File: src/rtl/mips_ctrl_pkg.sv
// Shared definitions for the multicycle MIPS control unit: state codes,
// opcodes, ALU class codes, mux selects and the bundled control word.
package mips_ctrl_pkg;

    typedef enum logic [3:0] {
        ST_IDLE      = 4'd0,
        ST_FETCH     = 4'd1,
        ST_DECODE    = 4'd2,
        ST_MEM_ADDR  = 4'd3,
        ST_MEM_RD    = 4'd4,
        ST_MEM_WB    = 4'd5,
        ST_MEM_WR    = 4'd6,
        ST_R_EXEC    = 4'd7,
        ST_R_WB      = 4'd8,
        ST_BRANCH    = 4'd9,
        ST_JUMP      = 4'd10,
        ST_ADDI_EXEC = 4'd11,
        ST_ADDI_WB   = 4'd12
    } state_t;

    localparam logic [5:0] OP_RTYPE = 6'b000000;
    localparam logic [5:0] OP_LW    = 6'b100011;
    localparam logic [5:0] OP_SW    = 6'b101011;
    localparam logic [5:0] OP_BEQ   = 6'b000100;
    localparam logic [5:0] OP_J     = 6'b000010;
    localparam logic [5:0] OP_ADDI  = 6'b001000;

    localparam logic [1:0] ALU_ADD   = 2'b00;
    localparam logic [1:0] ALU_SUB   = 2'b01;
    localparam logic [1:0] ALU_FUNCT = 2'b10;

    // ALU operand B selects: register B, constant 4, sign-extended imm, imm << 2
    localparam logic [1:0] SRCB_REG    = 2'b00;
    localparam logic [1:0] SRCB_FOUR   = 2'b01;
    localparam logic [1:0] SRCB_IMM    = 2'b10;
    localparam logic [1:0] SRCB_IMM_SH = 2'b11;

    // PC source selects: ALU result, ALUOut (branch target), jump address
    localparam logic [1:0] PCSRC_ALU    = 2'b00;
    localparam logic [1:0] PCSRC_ALUOUT = 2'b01;
    localparam logic [1:0] PCSRC_JUMP   = 2'b10;

    typedef struct packed {
        logic       pc_write;
        logic       pc_write_cond;
        logic       i_or_d;
        logic       mem_read;
        logic       mem_write;
        logic       ir_write;
        logic       mem_to_reg;
        logic       reg_dst;
        logic       reg_write;
        logic       alu_src_a;
        logic [1:0] alu_src_b;
        logic [1:0] alu_op;
        logic [1:0] pc_source;
        logic       instr_done;
        logic       illegal_op;
    } ctrl_t;

    function automatic logic op_is_legal(input logic [5:0] op);
        return (op == OP_RTYPE) || (op == OP_LW) || (op == OP_SW) ||
               (op == OP_BEQ)   || (op == OP_J)  || (op == OP_ADDI);
    endfunction

endpackage

File: src/rtl/mips_ctrl_decode.sv
// Combinational state-to-controls decoder. Outputs depend on the state only,
// except that the FETCH write strobes and the MEM_WR completion pulse are
// qualified by the effective memory-ready, and illegal_op by the opcode check.
module mips_ctrl_decode
    import mips_ctrl_pkg::*;
(
    input  state_t i_state,
    input  logic   i_mem_rdy,
    input  logic   i_op_legal,
    output ctrl_t  o_ctrl
);

    // Decode the current state into the datapath control word
    always_comb begin
        o_ctrl = '0;
        case (i_state)
            ST_FETCH: begin
                o_ctrl.mem_read  = 1'b1;
                o_ctrl.ir_write  = i_mem_rdy;
                o_ctrl.pc_write  = i_mem_rdy;
                o_ctrl.alu_src_b = SRCB_FOUR;
                o_ctrl.alu_op    = ALU_ADD;
                o_ctrl.pc_source = PCSRC_ALU;
            end
            ST_DECODE: begin
                o_ctrl.alu_src_b  = SRCB_IMM_SH;
                o_ctrl.alu_op     = ALU_ADD;
                o_ctrl.illegal_op = ~i_op_legal;
            end
            ST_MEM_ADDR: begin
                o_ctrl.alu_src_a = 1'b1;
                o_ctrl.alu_src_b = SRCB_IMM;
                o_ctrl.alu_op    = ALU_ADD;
            end
            ST_MEM_RD: begin
                o_ctrl.mem_read = 1'b1;
                o_ctrl.i_or_d   = 1'b1;
            end
            ST_MEM_WB: begin
                o_ctrl.reg_write  = 1'b1;
                o_ctrl.mem_to_reg = 1'b1;
                o_ctrl.instr_done = 1'b1;
            end
            ST_MEM_WR: begin
                o_ctrl.mem_write  = 1'b1;
                o_ctrl.i_or_d     = 1'b1;
                o_ctrl.instr_done = i_mem_rdy;
            end
            ST_R_EXEC: begin
                o_ctrl.alu_src_a = 1'b1;
                o_ctrl.alu_src_b = SRCB_REG;
                o_ctrl.alu_op    = ALU_FUNCT;
            end
            ST_R_WB: begin
                o_ctrl.reg_write  = 1'b1;
                o_ctrl.reg_dst    = 1'b1;
                o_ctrl.instr_done = 1'b1;
            end
            ST_BRANCH: begin
                o_ctrl.alu_src_a     = 1'b1;
                o_ctrl.alu_src_b     = SRCB_REG;
                o_ctrl.alu_op        = ALU_SUB;
                o_ctrl.pc_write_cond = 1'b1;
                o_ctrl.pc_source     = PCSRC_ALUOUT;
                o_ctrl.instr_done    = 1'b1;
            end
            ST_JUMP: begin
                o_ctrl.pc_write   = 1'b1;
                o_ctrl.pc_source  = PCSRC_JUMP;
                o_ctrl.instr_done = 1'b1;
            end
            ST_ADDI_EXEC: begin
                o_ctrl.alu_src_a = 1'b1;
                o_ctrl.alu_src_b = SRCB_IMM;
                o_ctrl.alu_op    = ALU_ADD;
            end
            ST_ADDI_WB: begin
                o_ctrl.reg_write  = 1'b1;
                o_ctrl.instr_done = 1'b1;
            end
            default: ;
        endcase
    end

endmodule

File: src/rtl/mips_multicycle_control.sv
// Multicycle MIPS control FSM: holds the state register and next-state logic;
// control outputs come from the mips_ctrl_decode sub-module.
module mips_multicycle_control
    import mips_ctrl_pkg::*;
#(
    parameter int MEM_HANDSHAKE = 1
) (
    input  logic       clk_CPU,
    input  logic       rst_CPU_n,
    input  logic [5:0] opcode,
    input  logic       mem_ready,
    output logic       pc_write,
    output logic       pc_write_cond,
    output logic       i_or_d,
    output logic       mem_read,
    output logic       mem_write,
    output logic       ir_write,
    output logic       mem_to_reg,
    output logic       reg_dst,
    output logic       reg_write,
    output logic       alu_src_a,
    output logic [1:0] alu_src_b,
    output logic [1:0] alu_op,
    output logic [1:0] pc_source,
    output logic [3:0] state,
    output logic       instr_done,
    output logic       illegal_op
);

    state_t r_state;
    state_t w_next_state;
    logic   w_mem_rdy;
    logic   w_op_legal;
    ctrl_t  w_ctrl;

    // Without a handshake every memory access is taken to complete at once
    assign w_mem_rdy  = (MEM_HANDSHAKE != 0) ? mem_ready : 1'b1;
    assign w_op_legal = op_is_legal(opcode);

    // State register; reset returns to IDLE immediately so no partial instruction resumes
    always_ff @(posedge clk_CPU or negedge rst_CPU_n) begin
        if (!rst_CPU_n) begin
            r_state <= ST_IDLE;
        end else begin
            r_state <= w_next_state;
        end
    end

    // Next-state selection; opcode is only looked at in DECODE and MEM_ADDR
    always_comb begin
        w_next_state = ST_IDLE;
        case (r_state)
            ST_IDLE:      w_next_state = ST_FETCH;
            ST_FETCH:     w_next_state = w_mem_rdy ? ST_DECODE : ST_FETCH;
            ST_DECODE: begin
                case (opcode)
                    OP_LW, OP_SW: w_next_state = ST_MEM_ADDR;
                    OP_RTYPE:     w_next_state = ST_R_EXEC;
                    OP_BEQ:       w_next_state = ST_BRANCH;
                    OP_J:         w_next_state = ST_JUMP;
                    OP_ADDI:      w_next_state = ST_ADDI_EXEC;
                    default:      w_next_state = ST_FETCH;
                endcase
            end
            ST_MEM_ADDR:  w_next_state = (opcode == OP_SW) ? ST_MEM_WR : ST_MEM_RD;
            ST_MEM_RD:    w_next_state = w_mem_rdy ? ST_MEM_WB : ST_MEM_RD;
            ST_MEM_WB:    w_next_state = ST_FETCH;
            ST_MEM_WR:    w_next_state = w_mem_rdy ? ST_FETCH : ST_MEM_WR;
            ST_R_EXEC:    w_next_state = ST_R_WB;
            ST_R_WB:      w_next_state = ST_FETCH;
            ST_BRANCH:    w_next_state = ST_FETCH;
            ST_JUMP:      w_next_state = ST_FETCH;
            ST_ADDI_EXEC: w_next_state = ST_ADDI_WB;
            ST_ADDI_WB:   w_next_state = ST_FETCH;
            default:      w_next_state = ST_IDLE;
        endcase
    end

    mips_ctrl_decode u_decode (
        .i_state    (r_state),
        .i_mem_rdy  (w_mem_rdy),
        .i_op_legal (w_op_legal),
        .o_ctrl     (w_ctrl)
    );

    assign pc_write      = w_ctrl.pc_write;
    assign pc_write_cond = w_ctrl.pc_write_cond;
    assign i_or_d        = w_ctrl.i_or_d;
    assign mem_read      = w_ctrl.mem_read;
    assign mem_write     = w_ctrl.mem_write;
    assign ir_write      = w_ctrl.ir_write;
    assign mem_to_reg    = w_ctrl.mem_to_reg;
    assign reg_dst       = w_ctrl.reg_dst;
    assign reg_write     = w_ctrl.reg_write;
    assign alu_src_a     = w_ctrl.alu_src_a;
    assign alu_src_b     = w_ctrl.alu_src_b;
    assign alu_op        = w_ctrl.alu_op;
    assign pc_source     = w_ctrl.pc_source;
    assign instr_done    = w_ctrl.instr_done;
    assign illegal_op    = w_ctrl.illegal_op;
    assign state         = r_state;

endmodule

File: config.mk
export PLATFORM = sky130hd
export DESIGN_NAME = mips_multicycle_control
export DESIGN_NICKNAME = d
export VERILOG_FILES = /design/src/rtl/mips_ctrl_pkg.sv /design/src/rtl/mips_ctrl_decode.sv /design/src/rtl/mips_multicycle_control.sv
export SDC_FILE = /design/constraint.sdc
export NUM_CORES = 1
export LEC_CHECK = 0
export CAP_MARGIN = 25
export CORE_MARGIN = 2
export CORE_UTILIZATION = 38
export CTS_BUF_LIST = sky130_fd_sc_hd__clkbuf_16
export DETAILED_ROUTE_END_ITERATION = 12
export GPL_TIMING_DRIVEN = 0
export PLACE_DENSITY = 0.78
export SYNTH_ARGS = -nofsm -noshare
export SYNTH_HDL_FRONTEND = slang
export SYNTH_HIERARCHICAL = 1
export SYNTH_SLANG_ARGS = --single-unit
File: constraint.sdc
create_clock -name clk_CPU -period 2.33 [get_ports clk_CPU]
set_clock_uncertainty 0.15 [all_clocks]
set_input_delay 0.466 -clock clk_CPU [delete_from_list [all_inputs] [get_ports clk_CPU]]
set_output_delay 0.466 -clock clk_CPU [all_outputs]
set_load 0.02 [all_outputs]
==> run metrics <==
Final nets=approximately 120; TritonRoute pass-1 iters=2; Core Region=between 0.001 and 0.0015 mm²; Setup WS pre-CTS=-653 ps; Detail Route Antenna Nets=0; CP required=1710 ps; Critical Path End Type=output pin; Area Overhead vs Synth=63.6%; Startpoint Class=input pin; die width=about 43 µm; Setup Fix Bufs, Post-CTS=0; total power=about 1.2 mW; Clock power frac=approximately 22%; ant diodes=0; final period utilization=a little over nine tenths; placer congestion estimate=approximately 0.82; I/O pins=31; dpl cell area=between 800 and 900 µm²; Seq/Total Area, Yosys=17.4%; antenna violations before repair=0; LEAKAGE=0.446 nW; Worst Path Class, Setup=in2out; Comb pwr share=66.6%; Max IR drop VDD=slightly above 0.0009 V; cell area after synthesis=577 µm²; FF+latch count, synth=4; vias in the first global route=around 600; ys async rst share=between 90% and 100%; fillcell total=around 160; post-synthesis cell type count=38; clk buf depth=2; Post-DP HPWL=around 1.2 mm; Int Pwr=roughly 670 µW; Num CTS Buffers=3; drt wl/cell=around 13 µm; first-pass GRT wire length=approximately 2.6 mm; Hold Path Class=in2async; part of the power in registers=11.1%; outcome=finished, final reports clean; Sequential Area=101 µm²; footprint of the multi-input gates=between 400 and 500 µm²; PnR worst setup slack=about 44 ps; Syn. warnings=6; largest net degree at the start of global routing=11; Top FF cell, synth=dfrtp_1; Slew Limit Fails=0; fmax=approximately 0.44 GHz; Avg Inst Size Synth=7.49 µm²; NetSw=~570 µW; max reg flops=4; fraction of layout cells with a size suffix above 1=between 10% and 20%; Post-synth EDFFs=0; Max-slew headroom=73.9%; H-tree depth=1; Mapped Nets=86; CP Max Fanout=7; # DRC=0; Rows=14; via/cell ratio=5.54; clock sinks=4; final wirelength=1.63 mm; die outline height=roughly 43 µm; final hold vios=0; DIE AREA=about 0.0018 mm²; r2r setup slk=~530 ps; pwr/cell area=1310 mW/mm²; grt ovf=0; Clock Latency Late Sink=approximately 230 ps; Sw Share=around 46%; commonest cells after routing, fill and taps aside=dlygate4sd2_1 (17), nor2_1 (11), clkdlybuf4s50_1 (9), nand2b_1 (7), buf_2 (5); GRT Util Overall=between 15 and 20%; RSZ-0062 raised after global routing=true; Initial Utilization=39.2%; first-iteration detailed-routing DRC count=7; max_cap viols=0; fin crit period=about 2300 ps; commonest non-fill, non-tap cell in the layout=dlygate4sd2_1; I/O Buffers=30; Design Area, Final=~940 µm²; actual slew at the worst max-slew pin=381 ps; clk slew on worst S/H paths=approximately 30 ps; via count=roughly 700; Data arrival, critical path=roughly 1700 ps; Cells after Synth=77; setup violators final=0; CTS tree=done; Clock Tree Root=clkbuf_16
-- repair_timing --
action	in CTS	in global routing
hold buffers	0	0
gates resized for setup	23	9
setup endpoints to repair	18	3
pin swaps	0	1
-- path summary, 6_finish.rpt --
check                      cells past startpoint       from          to
max                                            6  opcode[1]  illegal_op
min                                            1  rst_CPU_n    state[0]
max reg2reg                                    4   state[0]    state[1]
min reg2reg                                    2   state[1]    state[3]
max in group asynchronous                      1  rst_CPU_n    state[1]
min in group clk_CPU                           2   state[1]    state[3]
-- critical path: stages --
cell             delay [ps]
clkdlybuf4s15_1         290
maj3_1                  400
o22a_1                  180
nor2_1                  120
nor4_1                   60
buf_2                   160
-- synthesized netlist by cell type, types with 2 or more instances --
library cell	n	area (µm²)
nor2b_1	4	25.0
o22a_1	2	17.5
buf_2	4	20.0
a21oi_1	4	20.0
buf_4	2	15.0
a21boi_1	2	15.0
nor3_1	2	10.0
inv_1	3	11.3
nor2_1	11	41.3
o21ai_1	2	10.0
xor2_1	2	17.5
o21ai_0	3	15.0
dfrtp_1	4	100
nand2b_1	7	43.8
nand3_1	2	10.0
-- through the flow --
step                      hold slack, ps  utilization (%)  TNS, ps  cells
final                                285             64.1        0    126
after global routing                 302             64.1    -8.63    126
after CTS                            288             64.5     -154    126
after detailed placement             532             61.0    -1230    123
after global placement               519             61.0    -1210    123
after floorplan                     20.4                -        0     77
-- layout make-up --
cell class | count | share of cell area, %
clock buffer | 3 | 7.96
tap | 16 | 2.12
inverter | 3 | 1.19
buffer | 8 | 5.31
sequential | 4 | 10.7
multi-input combinational | 62 | 44.3
timing repair buffer | 30 | 28.4
-- logic make-up (layout without fill, tap and decap cells) --
| kind of cell | count (synthesis) | count (layout) | share of synthesized area, % |
|---|---|---|---|
| AND/OR/NAND/NOR | 37 | 37 | 40.1 |
| AO/OA/AOI/OAI | 21 | 21 | 25.6 |
| buffers and inverters | 11 | 44 | 10.6 |
| flip-flops | 4 | 4 | 17.4 |
| XOR/XNOR | 3 | 3 | 4.56 |
| adder cells (fa/ha/maj) | 1 | 1 | 1.74 |
-- metal layers --
metal  part of all wire (%)  routed length (µm)  track usage [%]
met1                     43                 696             22.5
met2                     47                 767             32.7
met3                    7.7                 126             5.53
met4                    2.5                  40             9.09
met5                      0                   0                0
-- power groups by stage --
stage / sequential, mW / combinational (mW) / clock (mW)
2_1_floorplan: 0.161 / 0.529 / 0
3_3_place_gp: 0.135 / 0.888 / 0
3_5_place_dp: 0.138 / 0.903 / 0
4_1_cts: 0.139 / 0.828 / 0.277
5_1_grt: 0.145 / 0.892 / 0.282
6_report: 0.137 / 0.824 / 0.276
Power figures use the tool's default switching activity.
==> edit: new RTL, same flow settings <==
Make the reset (`rst_CPU_n`) synchronous in one clocked block.
--- a/src/rtl/mips_multicycle_control.sv
+++ b/src/rtl/mips_multicycle_control.sv
@@ -38,7 +38,7 @@
     assign w_op_legal = op_is_legal(opcode);
 
     // State register; reset returns to IDLE immediately so no partial instruction resumes
-    always_ff @(posedge clk_CPU or negedge rst_CPU_n) begin
+    always_ff @(posedge clk_CPU) begin
         if (!rst_CPU_n) begin
             r_state <= ST_IDLE;
         end else begin
Behaviour: differs if rst_CPU_n is asserted again (counterexample within 4 cycles, from zero or initial values and one cycle with rst_CPU_n low); with rst_CPU_n held inactive, the same outputs for 10 cycles.
==> edit against the original RTL <==
- via count up 6.3%
- final area up 5.4%
- largest cell class unchanged
- highest routed layer unchanged
- sequential cell count unchanged
- critical endpoint is now i_or_d
- register-to-register slack better by 370 ps
- area after synthesis up 5.0%
- first-iteration DRC count rose to 2.9 times the old value
- count of clock-buffer cells in the layout unchanged
- worst setup slack better by 24 ps
- wire length up 3.6%
- die area up 4.5%
Power is not compared: it rests on default switching activity, and its combinational part moved more than twofold at a synthesized area within 25%.
==> edit: results (changes against the original RTL) <==
- The run finished with clean final reports.
- The final critical delay including setup and external delays is 2260 ps (-24.5 ps).
- The via count of the first global-routing pass is 645 (+9.3%).
- The met3 wire length is 153 um (+21%).
- The worst-case setup slack after placement is -661 ps (-8.25 ps).
- The filler cell count in the final layout is 138 (-12%).
- The met2 capacity usage during global routing is 34.1% (+1.4 points).
- The aggregate global-route resource usage is 19.3% (-0.12 points).
- The global routing met3 resource utilization is 4.58% (-0.95 points).
- The prevailing post-synth register cell is sky130_fd_sc_hd__dfxtp_1.
- The worst path arrival time is 1650 ps (-20 ps).
- The number of distinct library cells after synthesis is 37 (-2.6%).
- By count the netlist is led by 11 x sky130_fd_sc_hd__nor2_1, 6 x sky130_fd_sc_hd__nand2b_1, 5 x sky130_fd_sc_hd__buf_2.
- The maximum fanout encountered on the critical timing path is 10 (+3).
- The met1 layer wirelength in the final routing is 706 um (+1.4%).
- Following the worst setup path forward leads to its endpoint at i_or_d.
- The met1 usage in global routing came to 21.6% (-0.98 points).
- The number of vias in the routed layout was 742 (+6.3%).
- The path class of the tightest hold or removal check is flip-flop to flip-flop.
- The post-cts resize count is 22 (-4.3%).
- The HPWL after detailed placement is 1.28 mm (+6.9%).
- After synthesis, the cell types taking the most area are sky130_fd_sc_hd__dfxtp_1 13%, sky130_fd_sc_hd__nor2_1 6.8%, sky130_fd_sc_hd__nand2b_1 6.2%, sky130_fd_sc_hd__buf_2 4.1%, sky130_fd_sc_hd__nor2b_1 4.1%.
- The wire length on met2 is 797 um (+3.9%).
- The fraction of registers with async set/reset was 0% (-100 points).
- The count of TritonRoute iterations in the first routing pass was 4 (+2).
- The launching element of the worst setup path is state[3].
- The initial DRC count is 20 (+13).
- The slack of the worst reg-to-reg path came to 900 ps (+370 ps).
- The routed wire length per instance is 12.8 um (-1.1%).
## edit: cell types whose count changed in the layout (fill, tap and decap cells not counted), sizes merged, moves of 2 or more
| cell | delta |
|---|---|
| dlymetal6s2s | +8 |
| dlygate4sd2 | -6 |
| dfrtp | -4 |
| dfxtp | +4 |
| buf | +2 |
| clkdlybuf4s50 | -2 |
| inv | -2 |
| nand2 | +2 |
| nand3 | +2 |
| nor3 | +2 |
| nor4bb | +2 |
| o211ai | +2 |
| o22a | -2 |
## edit: cell type report
| cell class | instances | area share [%] |
|---|---|---|
| Multi-Input combinational cell | 69 | 46.2 |
| Timing Repair Buffer | 30 | 29.4 |
| Sequential cell | 4 | 8.18 |
| Clock buffer | 3 | 7.55 |
| Buffer | 9 | 6.29 |
| Tap cell | 16 | 2.01 |
| Inverter | 1 | 0.377 |
## edit: through the flow
| step | std cells | power (uW) | utilization, % | TNS [ps] | hold slack (ps) |
|---|---|---|---|---|---|
| 2_1_floorplan | 83 | 147 | - | 0 | 457 |
| 3_3_place_gp | 129 | 199 | 61.5 | -1400 | 477 |
| 3_5_place_dp | 129 | 202 | 61.5 | -1460 | 469 |
| 4_1_cts | 132 | 472 | 65.2 | 0 | 478 |
| 5_1_grt | 132 | 484 | 66.0 | 0 | 512 |
| 6_report | 132 | 466 | 66.0 | 0 | 473 |
## edit: critical path, cell delays in order, from the launching register on
cell	delay [ps]
sky130_fd_sc_hd__dfxtp_1	330
sky130_fd_sc_hd__buf_2	180
sky130_fd_sc_hd__nand2b_1	200
sky130_fd_sc_hd__nor2_1	100
sky130_fd_sc_hd__clkdlybuf4s50_1	600
## edit: cells by family after synthesis
family	share of synthesized area (%)
AOI/OAI and AO/OA	28.1
xor gates and xnor gates	2.89
adders and majority gates	1.86
buffers and inverters	10.9
DFF	13.2
and+or+nand+nor	43.0
